--- src/rtl/gray_frame_sequencer.sv ---
// Frame sequencer for the RGB-to-grayscale stage: raster-order frame-buffer reads,
// luma conversion and a 2-entry credited output FIFO with sof/eol/eof markers.
module gray_frame_sequencer #(
  parameter int IMG_W  = 320,
  parameter int IMG_H  = 240,
  parameter int ADDR_W = 17
) (
  input  logic              clk,
  input  logic              rst,
  input  logic              start,
  output logic              busy,
  output logic              done,
  output logic              rd_en,
  output logic [ADDR_W-1:0] rd_addr,
  input  logic [23:0]       rd_data,
  output logic              m_valid,
  input  logic              m_ready,
  output logic [7:0]        m_data,
  output logic              m_sof,
  output logic              m_eol,
  output logic              m_eof
);

  localparam int XW = $clog2(IMG_W);
  localparam int YW = $clog2(IMG_H + 1);
  localparam logic [XW-1:0]     X_LAST = XW'(IMG_W - 1);
  localparam logic [YW-1:0]     Y_LAST = YW'(IMG_H - 1);
  localparam logic [ADDR_W-1:0] A_LAST = ADDR_W'(IMG_W * IMG_H - 1);

  typedef enum logic [1:0] {S_IDLE, S_RUN, S_DRAIN, S_DONE} state_t;

  state_t            r_state, w_next;
  logic [ADDR_W-1:0] r_addr;
  logic [XW-1:0]     r_x;
  logic [YW-1:0]     r_y;
  logic              r_inflight;
  logic [2:0]        r_fl_mark;
  logic [10:0]       r_mem [2];
  logic              r_wptr, r_rptr;
  logic [1:0]        r_count;

  logic        w_pop, w_push;
  logic [2:0]  w_credit;
  logic [15:0] w_y16;
  logic        w_sof, w_eol, w_eof;

  assign w_y16 = 16'd77  * {8'h00, rd_data[23:16]}
               + 16'd150 * {8'h00, rd_data[15:8]}
               + 16'd29  * {8'h00, rd_data[7:0]}
               + 16'd128;

  assign w_sof = (r_x == '0) && (r_y == '0);
  assign w_eol = (r_x == X_LAST);
  assign w_eof = w_eol && (r_y == Y_LAST);

  assign m_valid  = (r_count != 2'd0);
  assign w_pop    = m_valid & m_ready;
  assign w_push   = r_inflight;
  // Occupancy after this cycle's pop, counting the read already in the RAM pipe.
  assign w_credit = {1'b0, r_count} + {2'b00, r_inflight} - {2'b00, w_pop};

  assign rd_addr = r_addr;
  assign m_data  = r_mem[r_rptr][10:3];
  assign m_sof   = r_mem[r_rptr][2];
  assign m_eol   = r_mem[r_rptr][1];
  assign m_eof   = r_mem[r_rptr][0];

  always_comb begin
    w_next = r_state;
    busy   = 1'b0;
    done   = 1'b0;
    rd_en  = 1'b0;
    case (r_state)
      S_IDLE:  if (start) w_next = S_RUN;
      S_RUN: begin
        busy  = 1'b1;
        rd_en = (w_credit < 3'd2);
        if (rd_en && (r_addr == A_LAST)) w_next = S_DRAIN;
      end
      S_DRAIN: begin
        busy = 1'b1;
        if ((r_count == 2'd0) && !r_inflight) w_next = S_DONE;
      end
      S_DONE: begin
        done   = 1'b1;
        w_next = S_IDLE;
      end
      default: w_next = S_IDLE;
    endcase
  end

  always_ff @(posedge clk) begin
    if (rst) begin
      r_state    <= S_IDLE;
      r_addr     <= '0;
      r_x        <= '0;
      r_y        <= '0;
      r_inflight <= 1'b0;
      r_fl_mark  <= '0;
      r_wptr     <= 1'b0;
      r_rptr     <= 1'b0;
      r_count    <= '0;
      for (int unsigned i = 0; i < 2; i++) r_mem[i] <= '0;
    end else begin
      r_state    <= w_next;
      r_inflight <= rd_en;
      if ((r_state == S_IDLE) && start) begin
        r_addr <= '0;
        r_x    <= '0;
        r_y    <= '0;
      end else if (rd_en) begin
        r_addr    <= r_addr + 1'b1;
        r_fl_mark <= {w_sof, w_eol, w_eof};
        if (w_eol) begin
          r_x <= '0;
          r_y <= r_y + 1'b1;
        end else begin
          r_x <= r_x + 1'b1;
        end
      end
      if (w_push) begin
        r_mem[r_wptr] <= {w_y16[15:8], r_fl_mark};
        r_wptr        <= ~r_wptr;
      end
      if (w_pop) r_rptr <= ~r_rptr;
      r_count <= r_count + {1'b0, w_push} - {1'b0, w_pop};
    end
  end

endmodule

--- config.mk ---
export PLATFORM = sky130hd
export DESIGN_NAME = gray_frame_sequencer
export DESIGN_NICKNAME = d
export VERILOG_FILES = /design/src/rtl/gray_frame_sequencer.sv
export SDC_FILE = /design/constraint.sdc
export NUM_CORES = 1
export LEC_CHECK = 0
export CAP_MARGIN = 30
export CORE_UTILIZATION = 30
export DETAILED_ROUTE_END_ITERATION = 12
export DONT_BUFFER_PORTS = 1
export SLEW_MARGIN = 10
export SYNTH_ARGS = -nofsm -noshare
export SYNTH_HDL_FRONTEND = slang
export SYNTH_SLANG_ARGS = --single-unit
--- constraint.sdc ---
create_clock -name clk -period 20 [get_ports clk]
set_input_delay 4 -clock clk [delete_from_list [all_inputs] [get_ports clk]]
set_output_delay 4 -clock clk [all_outputs]
set_load 0.02 [all_outputs]
[Word level (Yosys, flattened, before mapping)]
Memory sizes are Yosys's and may differ from the RTL's. A register that Yosys moved wholly into a read port is not among the register bits.
Cells that the tools add are included.
Widths: inputs -> output; s select.
Word-level totals
  register bits: 44
  RAM bits: 22
  input bits: 28
  output and inout port bits: 32
  logic and storage cells: 72
  memories: 1
Operators by class
  $add $sub $neg: 10
  multiply operators: 3
  magnitude comparators: 1
  eq/ne operators: 9
  mux-type cells: 18
  bitwise operators: 4
  reduce and logical (&&, ||, !) cells: 17
Memory list
  r_mem: depth 2, bits a word 11, read ports 1, clocked after Yosys merged registers in 1, wr ports 2, line 38  | logic [10:0] r_mem [2];
Operators with widths (number)
  $mul 7x8->15 const A: 2
  $add 17x1->17 const B: 1
  $eq 17x17->1 const B: 1
  $add 15x16->16: 1
  $add 16x13->16: 1
  $add 16x8->16 const B: 1
  $mul 5x8->13 const A: 1
  $mux 1: 12
  $mux 11: 1
  $reduce_or 11->1: 1
  $add 9x1->9 const B: 1
  $eq 9x9->1 const B: 1
  $logic_not 9->1: 1
  $mux 9: 1
  $add 8x1->8 const B: 1
  $eq 8x8->1 const B: 1
  $logic_not 8->1: 1
  $pmux 2 s4: 1
  $mux 2: 3
  $ne 2x2->1 const B: 3
  $logic_and 1x1->1: 5
  $eq 2x2->1 const B: 2
  $logic_not 2->1: 2
  $reduce_and 2->1: 2
  other kinds (12): 15

[Logic depth before layout (Yosys ltp)]
  depth in word-level cells: 7
  depth in mapped cells: 26
  depth with buffers taken out: 26

[Worst setup path after synthesis]
OpenSTA, ideal clock, no wires.
  kind: in2out
  start point: input m_ready
  end point: output rd_en
  arrival time: 5864 ps
  required time: 16000 ps
  setup slack: 10136 ps
  cell stages on the path: 10
  buffers on the path: 1
  path through: and2_1 ha_1 inv_1 ha_1 inv_1 fa_1 xnor2_2 nand3_4 inv_2 clkbuf_1
Between the ends
  word-level cells in the longest chain between the ends: 4
Ends and longest elaborated chain
  start, declared: line 17  | input logic m_ready,
  $and 1x1->1: line 57  | assign w_pop = m_valid & m_ready;
  $sub 3x1->3: line 60  | assign w_credit = {1'b0, r_count} + {2'b00, r_inflight} - {2'b00, w_pop};
  $lt 3x2->1: line 77  | rd_en = (w_credit < 3'd2);
  $mux 1: line 73  | case (r_state)
  end, declared: line 13  | output logic rd_en,
No other way between the ends.

==> qor.txt <==
Status -> finished clean
Area growth syn-to-layout -> 9.743%
Final hold violation count -> 0
Avg Synthesized Cell Area -> 9.588 sq um
TritonCTS Buffers -> 9
# clock sinks -> 67
Final Max Slew Viols -> 0
All-Layer GR Usage -> 11.48%
ANT nets after route -> 0
Die Height -> 147.1 um
Core footprint -> 20430 sq um
Footprint of the multi-input gates -> 4250 sq um
# IOs -> 60
Clk pin slew, worst setup/hold paths -> 50 ps
Slowest cell on crit path -> fa_1
Synth warn -> 0
N_diodes -> 0
Crit path largest cell delay -> 520 ps
Setup crit end kind -> register
Final Wtd Congestion -> 0.8143
Post-route DRC -> 0
Starting Density -> 30.93%
Crit path kind -> in -> reg
FMAX -> 101.8 MHz
Setup violators final -> 0
Skew-Pair Late Insertion Delay -> 320 ps
Number of synthesized flops with an enable pin -> 22
Clock buffer depth -> 2
Vias -> 4204
Die W -> 147.1 um
Ys async rst share -> 0%
Max_cap viols -> 0
Vias/cell -> 4.487
TritonRoute pass-1 iters -> 4
Root Driver -> clkbuf_16
Worst-margin pin slew -> 754.9 ps
Vias in the first global route -> 4319
Fillers -> 2119
Final cycle utilization of the critical path -> 49.13%
Grt met2 use -> 18.28%
CP max FO -> 5
Top_reg_cell synth -> dfxtp_1
CTS tree -> built
Post-layout minimum cycle time -> 9826 ps
Post-route setup TNS -> 0 ps
Initial antenna violation count -> 0
Port bufs -> 0
Post-synthesis register bit count -> 67
DP Wirelength -> 9583 um
Total Wirelength -> 11610 um
DP Worst Slack -> 9873 ps
Final-stage net count -> 853
DR iter-0 viols -> 142
H-tree levels -> 3
FF+latch area -> 1562 sq um
Global route hottest layer -> met2
CP Data Arrival Time -> 9880 ps
Hold slack final -> 477.8 ps
RSZ-0062 raised after global routing -> false
Post-synthesis sequential area ratio -> 24.71%
Die Area -> 21650 sq um
Post-synthesis cell area -> 6319 sq um
Share of layout cells above drive strength 1 -> 4.498%
HP Class -> reg -> reg
Crit-path cells -> ha_1, ha_1, fa_1, ha_1, nand2_1, o21ai_0, o21a_1, nor2_1, xnor2_1, fa_1, fa_1, inv_1, fa_1, inv_1, fa_1, ha_1, ha_1, nor2_1, a21oi_1, nand4_1, a21o_1, a31oi_1, nor3b_1
Slack of the critical path -> 10170 ps
Startpoint Class -> input port
FP Rows -> 52
Total grt overflow -> 0
Routing usage on met1 -> 15.69%
Synthesized net count -> 850
Core Util, Final -> 33.94%
Largest net degree at the start of global routing -> 22
Postcts setup bufs -> 0
Max-slew headroom -> 49.21%
Worst endpoint required time -> 20050 ps
Synth cell types -> 46
Met3 usage -> 2.329%
Hold_buf cts -> 0
Post-synthesis cell count -> 659
First-pass GRT wire length -> 20070 um
Post-cts sizing count -> 0
Avg WL per Cell -> 12.39 um
Clk_skew -> 5.745 ps
kinds of logic after synthesis:
| family | share of synthesized area (%) |
|---|---|
| mux | 2.119 |
| flops | 24.71 |
| xor+xnor | 6.495 |
| fa+ha+maj | 38.93 |
| buf+inv | 8.020 |
| simple gates | 13.62 |
| compound gates | 6.099 |
placed cells by master (no fill, tap or decap), types with 2 or more instances in the layout:
master	n
inv_1	124
ha_1	107
nor2_1	71
fa_1	56
dfxtp_1	45
nand2_1	33
xor2_1	23
xnor2_1	22
edfxtp_1	22
nand3_1	20
a21oi_1	15
o21ai_0	11
mux2_2	11
nand4_1	11
a21o_1	9
clkbuf_16	9
nor3_1	8
nor4_1	7
o21a_1	6
and3_1	5
nand2b_1	4
nor3b_1	4
or2_2	3
o41ai_1	3
o211ai_1	3
nor2b_1	3
clkbuf_1	3
a211o_1	2
a211oi_1	2
a31oi_1	2
o21bai_1	2
and4_1	2
clkinv_1	2
per-layer routing:
metal	vias up	share of wire, %
li1	2164	-
met1	1958	51
met2	76	44
met3	6	4.3
met4	0	1.0
met5	-	0
critical path, delay by kind of cell:
kind / cells / cell delay, ps
compound gates: 5 / 1200
fa+ha+maj: 10 / 3940
simple gates: 5 / 450
xor+xnor: 1 / 190
buf+inv: 2 / 100
metrics by stage:
step	instances	instance area, sq um
after floorplan	659	6319
after global placement	920	6619
after detailed placement	921	6646
after CTS	937	6934
after global routing	937	6934
final	937	6934
final timing paths:
path                     start  slack (ps)  depth (start not counted)            to
setup / recovery   rd_data[10]       10170                         23  r_mem[0][10]
hold / removal    r_fl_mark[0]         480                          2  r_fl_mark[0]
setup reg to reg    r_count[1]       16250                         14        r_y[6]
hold reg to reg   r_fl_mark[0]         480                          2  r_fl_mark[0]
cell type report:
class,instances,area share [%]
inverters,125,6.767
repair buffers,1,0.3970
clock buffers,13,3.609
clock inverters,3,0.5413
well taps,270,4.872
multi-input cells,458,61.30
flip-flops and latches,67,22.52
state kept, by name, summed over array words and instances, names as in the netlist, named ones only:
register / flops
r_count: 2
r_fl_mark: 3
r_inflight: 1
r_mem: 22
r_rptr: 1
r_state: 2
r_wptr: 1
r_x: 9
r_y: 8
rd_addr: 17
synthesized netlist by cell type (2+ instances only):
cell type / n / area share [%]
nor3_1: 8 / 0.63
mux2_2: 11 / 2.0
nand2_1: 33 / 2.0
fa_1: 56 / 18
nor4_1: 7 / 0.69
o41ai_1: 3 / 0.42
xor2_1: 23 / 3.2
nand3_1: 20 / 1.6
inv_1: 124 / 7.4
nor3b_1: 4 / 0.48
a31oi_1: 2 / 0.20
o21ai_0: 11 / 0.87
nand2b_1: 4 / 0.40
clkbuf_1: 8 / 0.48
dfxtp_1: 45 / 14
and4_1: 2 / 0.28
a21o_1: 9 / 1.1
nor2_1: 71 / 4.2
nand4_1: 11 / 1.1
and3_1: 5 / 0.50
o21a_1: 6 / 0.71
o211ai_1: 3 / 0.36
or2_2: 3 / 0.30
o21bai_1: 2 / 0.24
nor2b_1: 3 / 0.30
a211oi_1: 2 / 0.24
edfxtp_1: 22 / 10
a211o_1: 2 / 0.28
ha_1: 107 / 21
xnor2_1: 22 / 3.0
a21oi_1: 15 / 1.2
Power is left out: the tool's default activity adds up to more than one toggle a clock period on the data nets, which glitch-free logic cannot reach.
==> RTL edit 1 (same settings) <==
Encoding of `state_t`: now Gray code (2 bits for 4 states).
--- a/src/rtl/gray_frame_sequencer.sv
+++ b/src/rtl/gray_frame_sequencer.sv
@@ -27,7 +27,7 @@
   localparam logic [YW-1:0]     Y_LAST = YW'(IMG_H - 1);
   localparam logic [ADDR_W-1:0] A_LAST = ADDR_W'(IMG_W * IMG_H - 1);
 
-  typedef enum logic [1:0] {S_IDLE, S_RUN, S_DRAIN, S_DONE} state_t;
+  typedef enum logic [1:0] {S_IDLE = 2'b00, S_RUN = 2'b01, S_DRAIN = 2'b11, S_DONE = 2'b10} state_t;
 
   state_t            r_state, w_next;
   logic [ADDR_W-1:0] r_addr;
Check against the original RTL: no difference found for any inputs over 4 cycles, from zero or initial values and one cycle with rst high; so few cycles prove little.
==> RTL edit 1 against the unedited design <==
- sequential cell count unchanged
- design area down 1.5%
- count of clock-buffer cells in the layout down 1
- synthesized area down 1.5%
- wire length down 3.2%
- sequential share of layout area up 0.35 points
- setup slack worse by 450 ps
- register-to-register slack better by 220 ps
- critical endpoint unchanged
- largest cell class unchanged
Power is not shown: default switching activity piles up to over one toggle a cycle in this logic, so the estimate is an artifact.
==> RTL edit 1: results (changes against the unedited design) <==
| Metric | Value |
|---|---|
| GPL Wtd Cong | 0.7538 (was 0.8143) |
| Register area share after synthesis | 25.08% (was 24.71%) |
| First-pass GRT wire length | 19.27 mm (was 20.07 mm) |
| Initial drt markers | 153 (was 142) |
| Inserted Diodes | 0 (unchanged) |
| Pre-Repair DR Iteration Count | 4 (unchanged) |
| Nets | 827 (was 853) |
| Worst-Margin Slew | 523.3 ps (was 754.9 ps) |
| Worst-path clk slew | 50 ps (about the same) |
| Top cells by count, synth | 119 x inv_1, 102 x ha_1, 67 x nor2_1 (was 124 x inv_1, 107 x ha_1, 71 x nor2_1) |
| CP max stage cell | fa_1 (unchanged) |
| WP data arrival | 10330 ps (was 9880 ps) |
| WL/cell | 12.28 um (was 12.39 um) |
| Area contributors post-synth | ha_1 20%, fa_1 18%, dfxtp_1 14% (was ha_1 21%, fa_1 18%, dfxtp_1 14%) |
| Num CTS Buffers | 9 (unchanged) |
| Max Transition Viols Final | 0 (unchanged) |
| CTS root buf | clkbuf_16 (unchanged) |
| Post-Synthesis Net Count | 824 (was 850) |
| Antenna violations before repair | 0 (unchanged) |
| Setup Skew | 6.332 ps (was 5.745 ps) |
| Largest net degree at the start of global routing | 30 (was 22) |
| CP peak stage delay | 510 ps |
| Detailed Place HPWL | 9.210 mm (was 9.583 mm) |
| Number of post-CTS setup repair buffers | 0 (unchanged) |
| Worst-skew pair later-pin latency | 320 ps (about the same) |
| Synth area leader | ha_1 (unchanged) |
| Run status | completed (unchanged) |
| Crit path max fanout | 5 (unchanged) |
| EDFF count, synth | 22 (unchanged) |
| Worst Hold Class | flip-flop to flip-flop (unchanged) |
| Vias in the first global route | 3996 (was 4319) |
| Achievable Freq | 97.32 MHz (was 101.8 MHz) |
| Fraction of layout cells with a size suffix above 1 | 6.502% (was 4.498%) |
| Yosys top cell area share | 20.50% (was 21.19%) |
| Unique masters post-synth | 57 (was 46) |
| Top delay family on crit path | adder cells (unchanged) |
| YS warnings | 0 (unchanged) |
| GRT Overall Usage | 11.07% (was 11.48%) |
| Routed vias/inst | 4.497 (was 4.487) |
| Max Root-Sink Buffers | 2 (unchanged) |
| Async SR Flop Fraction | 0% (unchanged) |
-- RTL edit 1: cell count changes in the layout (fill, tap and decap cells not counted), moves of 4 or more --
cell / unedited run / this run
o21ai_1: 0 / 4
or3_1: 1 / 6
ha_1: 107 / 102
nand2_1: 33 / 28
nand3_1: 20 / 14
inv_1: 124 / 119
nand4_1: 11 / 6
nor2_1: 71 / 67
a21oi_1: 15 / 24
clkinv_2: 0 / 4
nor4_1: 7 / 2
-- RTL edit 1: area by class of cell --
type	instances	area, um^2
Clock buffer	12	271.5
Clock inverter	4	21.27
Fill cell	2118	13470
Inverter	120	451.7
Multi-Input combinational cell	442	4178
Sequential cell	67	1562
Tap cell	270	337.8
Timing Repair Buffer	1	7.507
-- RTL edit 1: per-layer routing --
layer | global-route usage (%) | part of all wire [%] | up-vias
li1 | - | - | 2113
met1 | 15.14 | 50 | 1950
met2 | 17.51 | 45 | 45
met3 | 2.500 | 3.4 | 11
met4 | 3.125 | 1.1 | 0
met5 | 0 | 0 | -
-- RTL edit 1: worst reg2reg max path, cell delays in order (launching register included) --
cell and delay (ps):
dfxtp_1 340, or2_2 360, and2_1 210, ha_1 270
inv_1 60, ha_1 130, inv_1 40, fa_1 370
xnor2_1 290, nand3_4 160, clkinv_2 280, nand4_4 280
nor3_4 290, nand3_1 130, xor2_1 150, nor2_1 50
-- RTL edit 1: through the flow --
step	util, %	setup slack, ps	std cells	hold slack, ps	instance area, um^2
after floorplan	-	9664	638	436.3	6226
after global placement	32.20	9493	900	441.5	6536
after detailed placement	32.20	9349	900	443.8	6536
after CTS	33.64	9691	916	450.9	6829
after global routing	33.64	9318	916	470.4	6829
final	33.64	9725	916	449.8	6829
-- RTL edit 1: worst paths after layout --
kind	from	to	slack [ps]	cells after the start
max	rd_data[12]	r_mem[0][10]$_SDFFCE_PN0P_	9720	24
max reg2reg	r_count[1]$_SDFF_PP0_	r_y[6]$_SDFFE_PP0P_	16470	15
min reg2reg	r_fl_mark[1]$_SDFFE_PP0P_	r_fl_mark[1]$_SDFFE_PP0P_	450	2
min	r_fl_mark[1]$_SDFFE_PP0P_	r_fl_mark[1]$_SDFFE_PP0P_	450	2
-- RTL edit 1: cells by family after synthesis --
| group | synth area share (%) |
|---|---|
| xor+xnor | 6.330 |
| fa+ha+maj | 38.50 |
| buf+inv | 7.817 |
| simple gates | 12.78 |
| flops | 25.08 |
| compound gates | 7.154 |
| mux | 2.331 |
==> RTL edit 2 (config.mk and constraints unchanged) <==
Made on the original files. The parameter `IMG_W` goes from 320 to 80.
--- a/src/rtl/gray_frame_sequencer.sv
+++ b/src/rtl/gray_frame_sequencer.sv
@@ -1,7 +1,7 @@
 // Frame sequencer for the RGB-to-grayscale stage: raster-order frame-buffer reads,
 // luma conversion and a 2-entry credited output FIFO with sof/eol/eof markers.
 module gray_frame_sequencer #(
-  parameter int IMG_W  = 320,
+  parameter int IMG_W  = 80,
   parameter int IMG_H  = 240,
   parameter int ADDR_W = 17
 ) (
Check against the original RTL: no difference found for any inputs over 4 cycles, from zero or initial values and one cycle with rst high; that may be too few to reach the edited logic, so the function may still have changed.
==> RTL edit 2 against the unedited design <==
- sequential cell count shrank 2
- via count shrank 1.6%
- wire length grew 1.4%
- count of clock-buffer cells in the layout shrank 3
- synthesized area shrank 1.2%
- design area shrank 0.29%
- setup slack lost 180 ps
- maximum frequency shrank 1.8%
Power is left out: the tool's default activity adds up to more than one toggle a clock period on the data nets, which glitch-free logic cannot reach.
==> RTL edit 2: results (changes against the unedited design) <==
| Metric | Value |
|---|---|
| Run status | completed (unchanged) |
| Mapped Avg Cell Area | 9.740 um^2 (was 9.588 um^2) |
| Relative slew slack | 43.81% (was 49.21%) |
| Vias | 4135 (was 4204) |
| Max Root-Sink Buffers | 2 (unchanged) |
| Async SR Flop Fraction | 0% (unchanged) |
| DP Cell Count | 904 (was 921) |
| GPL Wtd Cong | 0.7946 (was 0.8143) |
| Area contributors post-synth | ha_1 21%, fa_1 18%, dfxtp_1 14% (unchanged) |
| Setup Skew | 6.659 ps (was 5.745 ps) |
| GRT Overall Usage | 11.56% (was 11.48%) |
| Max H-tree Level | 3 (unchanged) |
| Crit path max fanout | 5 (unchanged) |
| Top cells by count, synth | 121 x inv_1, 107 x ha_1, 60 x nor2_1 (was 124 x inv_1, 107 x ha_1, 71 x nor2_1) |
| Post-Synthesis Net Count | 832 (was 850) |
| Initial drt markers | 164 (was 142) |
| CP peak stage delay | 540 ps (was 520 ps) |
| Max FFs per register | 22 (unchanged) |
| Path depth of the worst reg2reg path | 13 (was 14) |
| YS warnings | 0 (unchanged) |
| Routed vias/inst | 4.495 (was 4.487) |
| WP data arrival | 10180 ps (was 9880 ps) |
| First-pass GRT wire length | 19.71 mm (was 20.07 mm) |
| Register area share after synthesis | 24.37% (was 24.71%) |
| Most used DFF post-synth | dfxtp_1 (unchanged) |
| Reg with most FFs | r_mem (unchanged) |
| DRT Wirelength | 11.78 mm (was 11.61 mm) |
| Unique masters post-synth | 54 (was 46) |
| CP max stage cell | fa_1 (unchanged) |
| IO buf count | 0 (unchanged) |
| CTS root buf | clkbuf_16 (unchanged) |
| Fraction of layout cells with a size suffix above 1 | 6.154% (was 4.498%) |
| Detailed Place HPWL | 9.644 mm (was 9.583 mm) |
| Min-delay src | r_fl_mark[0]$_SDFFE_PP0P_ (unchanged) |
| Worst-skew pair later-pin latency | about 330 ps |
| Num CTS Buffers | 9 (unchanged) |
| Inserted Diodes | 0 (unchanged) |
| Worst Hold Class | flip-flop to flip-flop (unchanged) |
| Crit path from | rd_data[11] (was rd_data[10]) |
| Gates resized, CTS repair | 0 (unchanged) |
| Nets | 836 (was 853) |
| Worst-path clk slew | 50 ps (about the same) |
## RTL edit 2: worst paths after layout
path | to | slack, ps
max reg2reg | r_y[6]$_SDFFE_PP0P_ | 16130
min | r_fl_mark[0]$_SDFFE_PP0P_ | 460
max | r_mem[0][10]$_SDFFCE_PN0P_ | 9990
min reg2reg | r_fl_mark[0]$_SDFFE_PP0P_ | 460
## RTL edit 2: worst max-delay path, delay by kind of cell
| kind | cells | cell delay, ps |
|---|---|---|
| XOR/XNOR | 2 | 580 |
| buffers and inverters | 3 | 130 |
| adder cells (fa/ha/maj) | 11 | 4160 |
| AND/OR/NAND/NOR | 3 | 490 |
| AO/OA/AOI/OAI | 3 | 820 |
## RTL edit 2: cell type report
type,count,area [um^2]
Multi-Input combinational cell,446,4233
Clock buffer,10,229.0
Fill cell,2048,13390
Inverter,122,457.9
Clock inverter,6,107.6
Timing Repair Buffer,1,27.53
Sequential cell,65,1521
Tap cell,270,337.8
## RTL edit 2: metal layers
| layer | up-vias | track usage (%) | part of all wire, % | wire (um) |
|---|---|---|---|---|
| li1 | 2130 | - | - | - |
| met1 | 1942 | 16.27 | 52 | 6149 |
| met2 | 57 | 18.12 | 44 | 5186 |
| met3 | 6 | 2.375 | 3.0 | 359 |
| met4 | 0 | 2.656 | 0.72 | 85 |
| met5 | - | 0 | 0 | 0 |
## RTL edit 2: cell families (layout without fill, tap and decap cells)
family	Yosys count	in the layout	synth area share, %
buf+inv	130	139	7.836
simple gates	158	158	12.51
mux	13	13	2.305
flops	65	65	24.37
compound gates	68	68	7.074
fa+ha+maj	163	163	39.40
xor+xnor	44	44	6.513
## RTL edit 2: metrics by stage
| step | hold WS (ps) | setup WS [ps] | area [um^2] |
|---|---|---|---|
| 2_1_floorplan | 431.9 | 9957 | 6243 |
| 3_3_place_gp | 448.1 | 9746 | 6550 |
| 3_5_place_dp | 453.0 | 9699 | 6578 |
| 4_1_cts | 460.2 | 9994 | 6914 |
| 5_1_grt | 494.4 | 9737 | 6914 |
| 6_report | 459.7 | 9994 | 6914 |
